**config.mk**
```make
export PLATFORM = sky130hd
export DESIGN_NAME = imem_arbiter_flat
export DESIGN_NICKNAME = d
export VERILOG_FILES = /design/src/rtl/imem_arbiter_if.sv /design/src/rtl/imem_arbiter.sv /design/src/flat_wrapper.sv
export SDC_FILE = /design/constraint.sdc
export NUM_CORES = 1
export LEC_CHECK = 0
export ABC_AREA = 1
export CORE_AREA = 2 2 91 93
export DETAILED_ROUTE_END_ITERATION = 10
export DIE_AREA = 0 0 93 95
export GPL_TIMING_DRIVEN = 0
export PLACE_DENSITY = 0.78
export RECOVER_POWER = 25
export SETUP_SLACK_MARGIN = 0.4
export SKIP_LAST_GASP = 1
export SLEW_MARGIN = 20
export SYNTH_ARGS = -nofsm -noshare
export SYNTH_HDL_FRONTEND = slang
export SYNTH_SLANG_ARGS = --single-unit
```
**constraint.sdc**
```tcl
create_clock -name clk -period 1.45 [get_ports clk]
set_input_delay 0.29 -clock clk [delete_from_list [all_inputs] [get_ports clk]]
set_output_delay 0.29 -clock clk [all_outputs]
set_load 0.01 [all_outputs]
```
**src/rtl/imem_arbiter_if.sv**
```systemverilog
// imem_arbiter_if: groups the fetch port, the loader port and the shared
// EEPROM bus of the instruction-memory arbiter.
//   fetch : f_req, f_addr[12:0] -> f_rdata[31:0], f_valid
//   loader: l_req, l_we, l_addr[14:0], l_wdata[7:0] -> l_rdata[7:0], l_done
//   memory: mem_ce_n, mem_oe_n, mem_we_n[3:0], mem_addr[12:0], mem_wdata[7:0]
//           <- mem_rdata[31:0] (lanes {3,2,1,0}); busy status
// Modport slave is the arbiter side; master is the requester/memory side.
interface imem_arbiter_if;
    localparam int unsigned WADDR_W = 13;
    localparam int unsigned BADDR_W = 15;
    localparam int unsigned WORD_W  = 32;
    localparam int unsigned BYTE_W  = 8;
    localparam int unsigned LANES   = 4;

    logic                 f_req;
    logic [WADDR_W-1:0]   f_addr;
    logic [WORD_W-1:0]    f_rdata;
    logic                 f_valid;

    logic                 l_req;
    logic                 l_we;
    logic [BADDR_W-1:0]   l_addr;
    logic [BYTE_W-1:0]    l_wdata;
    logic [BYTE_W-1:0]    l_rdata;
    logic                 l_done;

    logic                 mem_ce_n;
    logic                 mem_oe_n;
    logic [LANES-1:0]     mem_we_n;
    logic [WADDR_W-1:0]   mem_addr;
    logic [BYTE_W-1:0]    mem_wdata;
    logic [WORD_W-1:0]    mem_rdata;

    logic                 busy;

    modport slave (
        input  f_req, f_addr, l_req, l_we, l_addr, l_wdata, mem_rdata,
        output f_rdata, f_valid, l_rdata, l_done,
               mem_ce_n, mem_oe_n, mem_we_n, mem_addr, mem_wdata, busy
    );

    modport master (
        output f_req, f_addr, l_req, l_we, l_addr, l_wdata, mem_rdata,
        input  f_rdata, f_valid, l_rdata, l_done,
               mem_ce_n, mem_oe_n, mem_we_n, mem_addr, mem_wdata, busy
    );
endinterface

```
**src/rtl/imem_arbiter.sv**
```systemverilog
// imem_arbiter: shares four byte-wide EEPROM chips (one 32-bit word) between
// the instruction fetch port and a byte-wide loader port. Round-robin grant
// when both request, fixed-length read and write timing, registered outputs.
// Ports: clk (rising edge), rst (async, active low), bus (imem_arbiter_if.slave).
// Parameters: RD_WAIT extra read cycles, WR_WAIT write-recovery cycles.
// Macro IMEM_WRITE_EN enables loader writes (LWR/LWAIT); without it every
// loader request is a read and the write strobes are tied inactive.
module imem_arbiter #(
    parameter int unsigned RD_WAIT = 3,
    parameter int unsigned WR_WAIT = 15
) (
    input logic           clk,
    input logic           rst,
    imem_arbiter_if.slave bus
);
    localparam int unsigned CNT_MAX = (RD_WAIT > WR_WAIT) ? RD_WAIT : WR_WAIT;
    localparam int unsigned CW      = (CNT_MAX < 1) ? 1 : $clog2(CNT_MAX + 1);
`ifdef IMEM_WRITE_EN
    localparam int unsigned WR_LAST = (WR_WAIT > 0) ? WR_WAIT - 1 : 0;
`endif

    typedef enum logic [2:0] {IDLE, FRD, LRD, LWR, LWAIT} state_t;

    state_t        state_q, state_d;
    logic [CW-1:0] cnt_q, cnt_d;
    logic          last_l_q, last_l_d;   // 1: loader got the last grant
    logic [1:0]    lane_q, lane_d;
    logic [12:0]   addr_q, addr_d;
    logic [31:0]   f_rdata_q, f_rdata_d;
    logic          f_valid_q, f_valid_d;
    logic [7:0]    l_rdata_q, l_rdata_d;
    logic          l_done_q, l_done_d;
    logic          ce_n_q, ce_n_d;
    logic          oe_n_q, oe_n_d;
    logic          grant_ok;
`ifdef IMEM_WRITE_EN
    logic [3:0]    we_n_q, we_n_d;
    logic [7:0]    wdata_q, wdata_d;
`endif

    // Next state, completion capture, grant and strobe generation
    always_comb begin
        state_d   = state_q;
        cnt_d     = cnt_q;
        last_l_d  = last_l_q;
        lane_d    = lane_q;
        addr_d    = addr_q;
        f_rdata_d = f_rdata_q;
        f_valid_d = 1'b0;
        l_rdata_d = l_rdata_q;
        l_done_d  = 1'b0;
        grant_ok  = 1'b0;
`ifdef IMEM_WRITE_EN
        wdata_d   = wdata_q;
`endif

        case (state_q)
            IDLE: grant_ok = 1'b1;
            FRD: begin
                if (cnt_q == CW'(RD_WAIT)) begin
                    f_rdata_d = bus.mem_rdata;
                    f_valid_d = 1'b1;
                    grant_ok  = 1'b1;
                end else begin
                    cnt_d = cnt_q + CW'(1);
                end
            end
            LRD: begin
                if (cnt_q == CW'(RD_WAIT)) begin
                    l_rdata_d = bus.mem_rdata[{lane_q, 3'b000} +: 8];
                    l_done_d  = 1'b1;
                    grant_ok  = 1'b1;
                end else begin
                    cnt_d = cnt_q + CW'(1);
                end
            end
`ifdef IMEM_WRITE_EN
            // Write pulse is two cycles long
            LWR: begin
                if (cnt_q == CW'(1)) begin
                    if (WR_WAIT == 0) begin
                        l_done_d = 1'b1;
                        grant_ok = 1'b1;
                    end else begin
                        state_d = LWAIT;
                        cnt_d   = '0;
                    end
                end else begin
                    cnt_d = cnt_q + CW'(1);
                end
            end
            LWAIT: begin
                if (cnt_q == CW'(WR_LAST)) begin
                    l_done_d = 1'b1;
                    grant_ok = 1'b1;
                end else begin
                    cnt_d = cnt_q + CW'(1);
                end
            end
`endif
            default: state_d = IDLE;
        endcase

        // Idle and completing cycles may grant; fetch wins a tie unless it went last
        if (grant_ok) begin
            state_d = IDLE;
            cnt_d   = '0;
            if (bus.f_req && (!bus.l_req || last_l_q)) begin
                state_d  = FRD;
                addr_d   = bus.f_addr;
                last_l_d = 1'b0;
            end else if (bus.l_req) begin
`ifdef IMEM_WRITE_EN
                state_d  = bus.l_we ? LWR : LRD;
                wdata_d  = bus.l_wdata;
`else
                state_d  = LRD;
`endif
                addr_d   = bus.l_addr[14:2];
                lane_d   = bus.l_addr[1:0];
                last_l_d = 1'b1;
            end
        end

        ce_n_d = 1'b1;
        oe_n_d = 1'b1;
`ifdef IMEM_WRITE_EN
        we_n_d = 4'hF;
`endif
        case (state_d)
            FRD, LRD: begin
                ce_n_d = 1'b0;
                oe_n_d = 1'b0;
            end
`ifdef IMEM_WRITE_EN
            LWR: begin
                ce_n_d         = 1'b0;
                we_n_d[lane_d] = 1'b0;
            end
`endif
            default: ;
        endcase
    end

    // State and output registers
    always_ff @(posedge clk or negedge rst) begin
        if (!rst) begin
            state_q   <= IDLE;
            cnt_q     <= '0;
            last_l_q  <= 1'b1;
            lane_q    <= 2'b00;
            addr_q    <= '0;
            f_rdata_q <= '0;
            f_valid_q <= 1'b0;
            l_rdata_q <= '0;
            l_done_q  <= 1'b0;
            ce_n_q    <= 1'b1;
            oe_n_q    <= 1'b1;
`ifdef IMEM_WRITE_EN
            we_n_q    <= 4'hF;
            wdata_q   <= '0;
`endif
        end else begin
            state_q   <= state_d;
            cnt_q     <= cnt_d;
            last_l_q  <= last_l_d;
            lane_q    <= lane_d;
            addr_q    <= addr_d;
            f_rdata_q <= f_rdata_d;
            f_valid_q <= f_valid_d;
            l_rdata_q <= l_rdata_d;
            l_done_q  <= l_done_d;
            ce_n_q    <= ce_n_d;
            oe_n_q    <= oe_n_d;
`ifdef IMEM_WRITE_EN
            we_n_q    <= we_n_d;
            wdata_q   <= wdata_d;
`endif
        end
    end

    assign bus.f_rdata  = f_rdata_q;
    assign bus.f_valid  = f_valid_q;
    assign bus.l_rdata  = l_rdata_q;
    assign bus.l_done   = l_done_q;
    assign bus.mem_ce_n = ce_n_q;
    assign bus.mem_oe_n = oe_n_q;
    assign bus.mem_addr = addr_q;
    assign bus.busy     = (state_q != IDLE);
`ifdef IMEM_WRITE_EN
    assign bus.mem_we_n  = we_n_q;
    assign bus.mem_wdata = wdata_q;
`else
    assign bus.mem_we_n  = 4'hF;
    assign bus.mem_wdata = 8'h00;
    // Write-side inputs have no function in a read-only build
    logic unused_c;
    assign unused_c = ^{bus.l_we, bus.l_wdata};
`endif
endmodule

```
**src/flat_wrapper.sv**
```systemverilog
// flat-port wrapper written by rule: the top's interface ports become plain ports
module imem_arbiter_flat 
#(
    parameter int unsigned RD_WAIT = 3,
    parameter int unsigned WR_WAIT = 15
)
  (clk, rst, bus_f_req, bus_f_addr, bus_l_req, bus_l_we, bus_l_addr, bus_l_wdata, bus_mem_rdata, bus_f_rdata, bus_f_valid, bus_l_rdata, bus_l_done, bus_mem_ce_n, bus_mem_oe_n, bus_mem_we_n, bus_mem_addr, bus_mem_wdata, bus_busy);
  imem_arbiter_if bus_i ();
  input logic clk;
  input logic rst;
  input wire logic [$bits(bus_i.f_req)-1:0] bus_f_req;
  input wire logic [$bits(bus_i.f_addr)-1:0] bus_f_addr;
  input wire logic [$bits(bus_i.l_req)-1:0] bus_l_req;
  input wire logic [$bits(bus_i.l_we)-1:0] bus_l_we;
  input wire logic [$bits(bus_i.l_addr)-1:0] bus_l_addr;
  input wire logic [$bits(bus_i.l_wdata)-1:0] bus_l_wdata;
  input wire logic [$bits(bus_i.mem_rdata)-1:0] bus_mem_rdata;
  output wire logic [$bits(bus_i.f_rdata)-1:0] bus_f_rdata;
  output wire logic [$bits(bus_i.f_valid)-1:0] bus_f_valid;
  output wire logic [$bits(bus_i.l_rdata)-1:0] bus_l_rdata;
  output wire logic [$bits(bus_i.l_done)-1:0] bus_l_done;
  output wire logic [$bits(bus_i.mem_ce_n)-1:0] bus_mem_ce_n;
  output wire logic [$bits(bus_i.mem_oe_n)-1:0] bus_mem_oe_n;
  output wire logic [$bits(bus_i.mem_we_n)-1:0] bus_mem_we_n;
  output wire logic [$bits(bus_i.mem_addr)-1:0] bus_mem_addr;
  output wire logic [$bits(bus_i.mem_wdata)-1:0] bus_mem_wdata;
  output wire logic [$bits(bus_i.busy)-1:0] bus_busy;
  assign bus_i.f_req = bus_f_req;
  assign bus_i.f_addr = bus_f_addr;
  assign bus_i.l_req = bus_l_req;
  assign bus_i.l_we = bus_l_we;
  assign bus_i.l_addr = bus_l_addr;
  assign bus_i.l_wdata = bus_l_wdata;
  assign bus_i.mem_rdata = bus_mem_rdata;
  assign bus_f_rdata = bus_i.f_rdata;
  assign bus_f_valid = bus_i.f_valid;
  assign bus_l_rdata = bus_i.l_rdata;
  assign bus_l_done = bus_i.l_done;
  assign bus_mem_ce_n = bus_i.mem_ce_n;
  assign bus_mem_oe_n = bus_i.mem_oe_n;
  assign bus_mem_we_n = bus_i.mem_we_n;
  assign bus_mem_addr = bus_i.mem_addr;
  assign bus_mem_wdata = bus_i.mem_wdata;
  assign bus_busy = bus_i.busy;
  imem_arbiter #(.RD_WAIT(RD_WAIT), .WR_WAIT(WR_WAIT)) u_core (.clk(clk), .rst(rst), .bus(bus_i));
endmodule
```
Word-level counts from Yosys, hierarchy flattened
Cells that the tools add are included.
{"block": "word_totals", "out_inout_bits": 70, "inputBits": 73, "wordCells": 50, "regBits": 66}
{"block": "classes", "shift": 1, "n_mux": 16, "bitwise": 1, "eq_ne": 6, "n_addsub": 1, "reduce_logical": 15}
{"op": "$shiftx 32x6->8", "n": 1}
{"op": "$mux 13", "n": 2}
{"op": "$mux 4", "n": 3}
{"op": "$mux 3", "n": 3}
{"op": "$reduce_and 2->1", "n": 4}
{"op": "$eq 3x1->1 const B", "n": 2}
{"op": "$eq 3x2->1 const B", "n": 2}
{"op": "$mux 1", "n": 6}
{"op": "$add 4x1->4 const B", "n": 1}
{"op": "$eq 4x2->1 const B", "n": 1}
{"op": "$reduce_bool 2->1", "n": 2}
{"op": "$reduce_or 2->1", "n": 2}
{"op": "$logic_not 3->1", "n": 1}
{"op": "$reduce_and 3->1", "n": 1}
{"op": "$reduce_bool 3->1", "n": 1}
{"op": "$reduce_or 3->1", "n": 1}
{"op": "$mux 2", "n": 1}
{"op": "$ne 2x1->1 const B", "n": 1}
{"op": "$pmux 1 s2", "n": 1}
{"op": "$logic_and 1x1->1", "n": 1}
{"op": "$logic_not 1->1", "n": 1}
{"op": "$logic_or 1x1->1", "n": 1}
{"op": "$not 1->1", "n": 1}

Longest topological paths before layout
{"block": "depth", "ltp_word": 8, "depth_mapped": 8, "mapped_depth_nobuf": 7}

Worst setup path before layout
OpenSTA, ideal clock, no wires.
{"block": "synth_timing", "path_type": "reg2reg", "from": "register u_core.last_l_q", "to": "register u_core.addr_q[1], in the netlist u_core.bus.mem_addr[1]", "setup_ns": 0.117, "synth_period_minus_slack_ns": 1.298, "path_buffers": 1, "stages_incl_launch_ff": 9, "required_time_ns": 1.333, "arrival_ns": 1.181, "path_slack_ns": 0.152, "path_cell_list": "dfstp_2 > inv_1 > nand2_2 > nand2_2 > nand2_2 > nand3_2 > buf_4 > nand2_1 > nand2_1"}
{"block": "synth_via", "elab_chain_cells": 4, "word_cells_on_any_way": 5, "classes_between": "mux (1); reduce/logical (4)"}
{"item": "start: declaration", "line_no": "imem_arbiter.sv:26", "source": "logic last_l_q, last_l_d;"}
{"item": "start signal: assignment", "line_no": "imem_arbiter.sv:166", "source": "last_l_q <= last_l_d;"}
{"item": "$logic_or 1x1->1 *", "line_no": "imem_arbiter.sv:108", "source": "if (bus.f_req && (!bus.l_req || last_l_q)) begin"}
{"item": "$logic_and 1x1->1 *", "line_no": "imem_arbiter.sv:108"}
{"item": "$reduce_bool 2->1 (no line)"}
{"item": "$reduce_and 2->1 (no line)"}
{"item": "end signal: assignment", "line_no": "imem_arbiter.sv:168", "source": "addr_q <= addr_d;"}
{"item": "end: declaration", "line_no": "imem_arbiter.sv:28", "source": "logic [12:0] addr_q, addr_d;"}
Mark *: on every way between the ends. The rest lies on a longest branch, timed or not.
A chain may end at the register's enable or synchronous reset.

Worst setup path after layout
{"block": "layout_timing", "from": "register u_core.state_q[1]", "to": "register u_core.f_rdata_q[21], in the netlist u_core.bus.f_rdata[21]"}
{"block": "layout_via", "elab_chain_cells": 2}
{"item": "start: declaration", "line_no": "imem_arbiter.sv:24", "source": "state_t state_q, state_d;"}
{"item": "start signal: assignment", "line_no": "imem_arbiter.sv:164", "source": "state_q <= state_d;"}
{"item": "$eq 3x1->1", "line_no": "imem_arbiter.sv:57", "source": "case (state_q)"}
{"item": "$reduce_and 2->1 (no line)"}
{"item": "end signal: assignment", "line_no": "imem_arbiter.sv:169", "source": "f_rdata_q <= f_rdata_d;"}
{"item": "end: declaration", "line_no": "imem_arbiter.sv:29", "source": "logic [31:0] f_rdata_q, f_rdata_d;"}
No other way between the ends.

==> results.cfg <==
[run_status]
outcome = finished, final reports clean

[clock_network]
cts_buffers = 9
clockRootBuffer = clkbuf_8
cts.sinks = 66
htreeDepth = 3
cts_tree = built
clkSlewWorstSetupHoldPaths_ns = 0.08
cts_buffer_depth = 2
worstSkewPairLatency_ns = 0.34

[worst_setup_path]
reg2reg_depth = 6
cp.arrival_ns = 1.64
cp_slowest_cell = dfrtp_1
critPathKind = register to register
rr_startpoint = u_core.state_q[1]$_DFF_PN0_
cp-startpoint = u_core.state_q[1]$_DFF_PN0_
slowest_delay_ns = 0.43
reg2reg_slack_ns = 0.05
rr_endpoint = u_core.bus.f_rdata[21]$_DFFE_PN0P_
crit_path_start_kind = register
cp.required_ns = 1.69
cpLargestDelayFamily = simple AND/OR/NAND/NOR gates
critPathBufInv = 2
crit_chain = nor3_4 > nand2_8 > buf_8 > clkbuf_16 > nand2_2 > nand2_1
end_kind = register
crit_fanout = 6

[placement]
place_congestion = 0.808
place_hpwl_mm = 6.54
dp.cells = 632
port_buffers = 121

[pwr]
power_density_nw_per_um2 = 1650
total_power_mw = 9.11
p_leak_nw = 2.76
power_frac_seq = 0.327
power.switching_mw = 3.29
power_frac_comb = 0.481
sw_frac_of_total = 0.361
internal-power_mw = 5.82
ir_drop_mv = 0.643
clkPwrFrac = 0.193

[synthesis]
yosysWarnings = 0
synth_edf_count = 0
yosys-top-cells-area = dfrtp_1 50%, nand2_1 20%, nand3_1 4.7%
syn_area_per_cell_sq_um = 8.08
synth_area_sq_um = 3180
yosysMostFrequentCell = nand2_1
async_flop_share = 1.00
synth_top_area_frac = 0.503
synth_top_area_cell = dfrtp_1
ys.flop_type = dfrtp_1
synthTopCellsByCount = 173 x nand2_1, 64 x dfrtp_1, 30 x nand3_1
ys_seq_area_frac = 0.519
yosys_register_bits = 66
ys_types = 28
syn_inst = 394

[detailed_routing]
drt_iter0_drc = 149
vias_per_cell = 4.70
first_pass_iters = 4
routedWlPerCell_microns = 13.7
wl_mm = 9.84
vias = 3368
ant_nets = 0
drc = 0

[grt]
grt.overflow.total = 0
grt_pass1_wl_mm = 14.3
grt_usage = 0.209
gr-usage-met3 = 0.0662
gr-usage-met1 = 0.237
antenna_found_initial = 0
grt_start_max_net_pins = 50
grt_pass1_vias = 3165
grt_busiest_layer = met2
use_met2 = 0.379

[die]
row_count = 33
core_area_sq_um = 7930
die_y_microns = 95
io_pins = 143
die_w_microns = 93
initial_utilization = 0.402
dieArea_sq_um = 8840

[final_layout]
insertedDiodeCount = 0
nets = 681
stdcell_count = 717
layout-drive-gt1-share = 0.420
fillers = 612
area_delta_synth_final_pct = 73.2

[sta]
period_share = 0.965
setup_violations = 0
rsz0062_at_grt = true
slew_violations = 0
hold_viol_final = 0
min_period_ns = 1.40
max_freq_mhz = 715
holdWs_ns = 0.440
finClkSkew_ns = 0.0136

[job]
max_cap_viol_count = 0

[hold_path]
min-delay-path-class = primary input to asynchronous set/reset pin
-- flip-flops by register name (all words and copies together) (netlist names) --
name and flops:
u_core.bus.f_rdata 32, u_core.bus.mem_addr 13, u_core.bus.l_rdata 8, u_core.cnt_q 4
u_core.state_q 3, u_core.lane_q 2, u_core.bus.f_valid 1, u_core.bus.l_done 1
u_core.bus.mem_ce_n 1, u_core.last_l_q 1
-- cells by family (layout without fill, tap and decap cells) --
logic type	count (synthesis)	after routing	share of synthesized area
AO/OA/AOI/OAI	46	46	0.0853
other	2	13	0.00236
flip-flops	66	66	0.519
XOR/XNOR	1	1	0.00275
AND/OR/NAND/NOR	219	219	0.287
adder cells (fa/ha/maj)	1	1	0.00393
buffers and inverters	59	266	0.0994
-- power by group through the flow --
stage	Combinational, mW	Clock [mW]	Sequential, mW
2_1_floorplan	1.39	0	3.22
3_3_place_gp	3.40	0	2.97
3_5_place_dp	3.48	0	2.98
4_1_cts	3.42	1.77	2.92
5_1_grt	4.79	1.86	3.04
6_report	4.38	1.75	2.98
-- worst max-delay path by stage --
stage                                               endpoint  slack, ns  depth (start not counted)
final                     u_core.bus.f_rdata[21]$_DFFE_PN0P_       0.05                          6
after global routing      u_core.bus.mem_addr[4]$_DFFE_PN0P_     -0.002                          7
after CTS                 u_core.bus.f_rdata[18]$_DFFE_PN0P_        0.1                          6
after detailed placement  u_core.bus.mem_addr[5]$_DFFE_PN0P_      -0.28                          6
after global placement     u_core.bus.l_rdata[7]$_DFFE_PN0P_      -1.98                          1
after floorplan            u_core.bus.f_rdata[0]$_DFFE_PN0P_       0.22                          8
-- worst reg2reg max path: stages (launching register included) --
cell	delay [ns]
dfrtp_1	0.43
nor3_4	0.32
nand2_8	0.12
buf_8	0.17
clkbuf_16	0.16
nand2_2	0.05
nand2_1	0.05
-- layout by cell type, fill, tap and decap left out, types with 13 or more instances in the layout --
cell type	netlist	layout
nand2_1	173	126
inv_1	23	20
dfrtp_1	64	63
buf_2	7	52
buf_6	4	22
nand2_2	6	42
buf_4	15	71
nand3_1	30	25
conb_1	2	13
clkdlybuf4s50_1	0	62
-- stage by stage --
step | TNS [ns] | instance area, sq um | setup WS [ns] | utilization
global route | -0.00230 | 5510 | -0.00230 | 0.696
global placement | -131.53 | 4640 | -1.98 | 0.585
CTS | 0 | 4870 | 0.0999 | 0.614
floorplan | 0 | 3290 | 0.217 | -
finish | 0 | 5510 | 0.0513 | 0.696
detailed placement | -3.26 | 4660 | -0.282 | 0.588
-- cell type report --
type / instances / area [sq um] / area share
sequential: 66 / 1660 / 0.300
timing repair buffer: 191 / 1590 / 0.287
multi-input combinational: 280 / 1530 / 0.278
buffer: 30 / 258 / 0.0467
clock buffer: 10 / 138 / 0.0250
tap: 105 / 131 / 0.0238
inverter: 29 / 124 / 0.0225
clock inverter: 6 / 90.1 / 0.0163
-- routing by layer --
layer | up-vias | wire (microns)
li1 | 1648 | -
met5 | - | 0
met4 | 0 | 212
met1 | 1568 | 3750
met2 | 133 | 5100
met3 | 19 | 770
-- timing repair --
action	CTS	global route
endpoints found under the setup margin	123	123
hold endpoints to repair	16	0
pin swaps	3	23
hold buffers	1	0
gates cloned	1	4
buffers inserted	27	36
resized for setup	243	96
(Power assumes the default switching activity.)
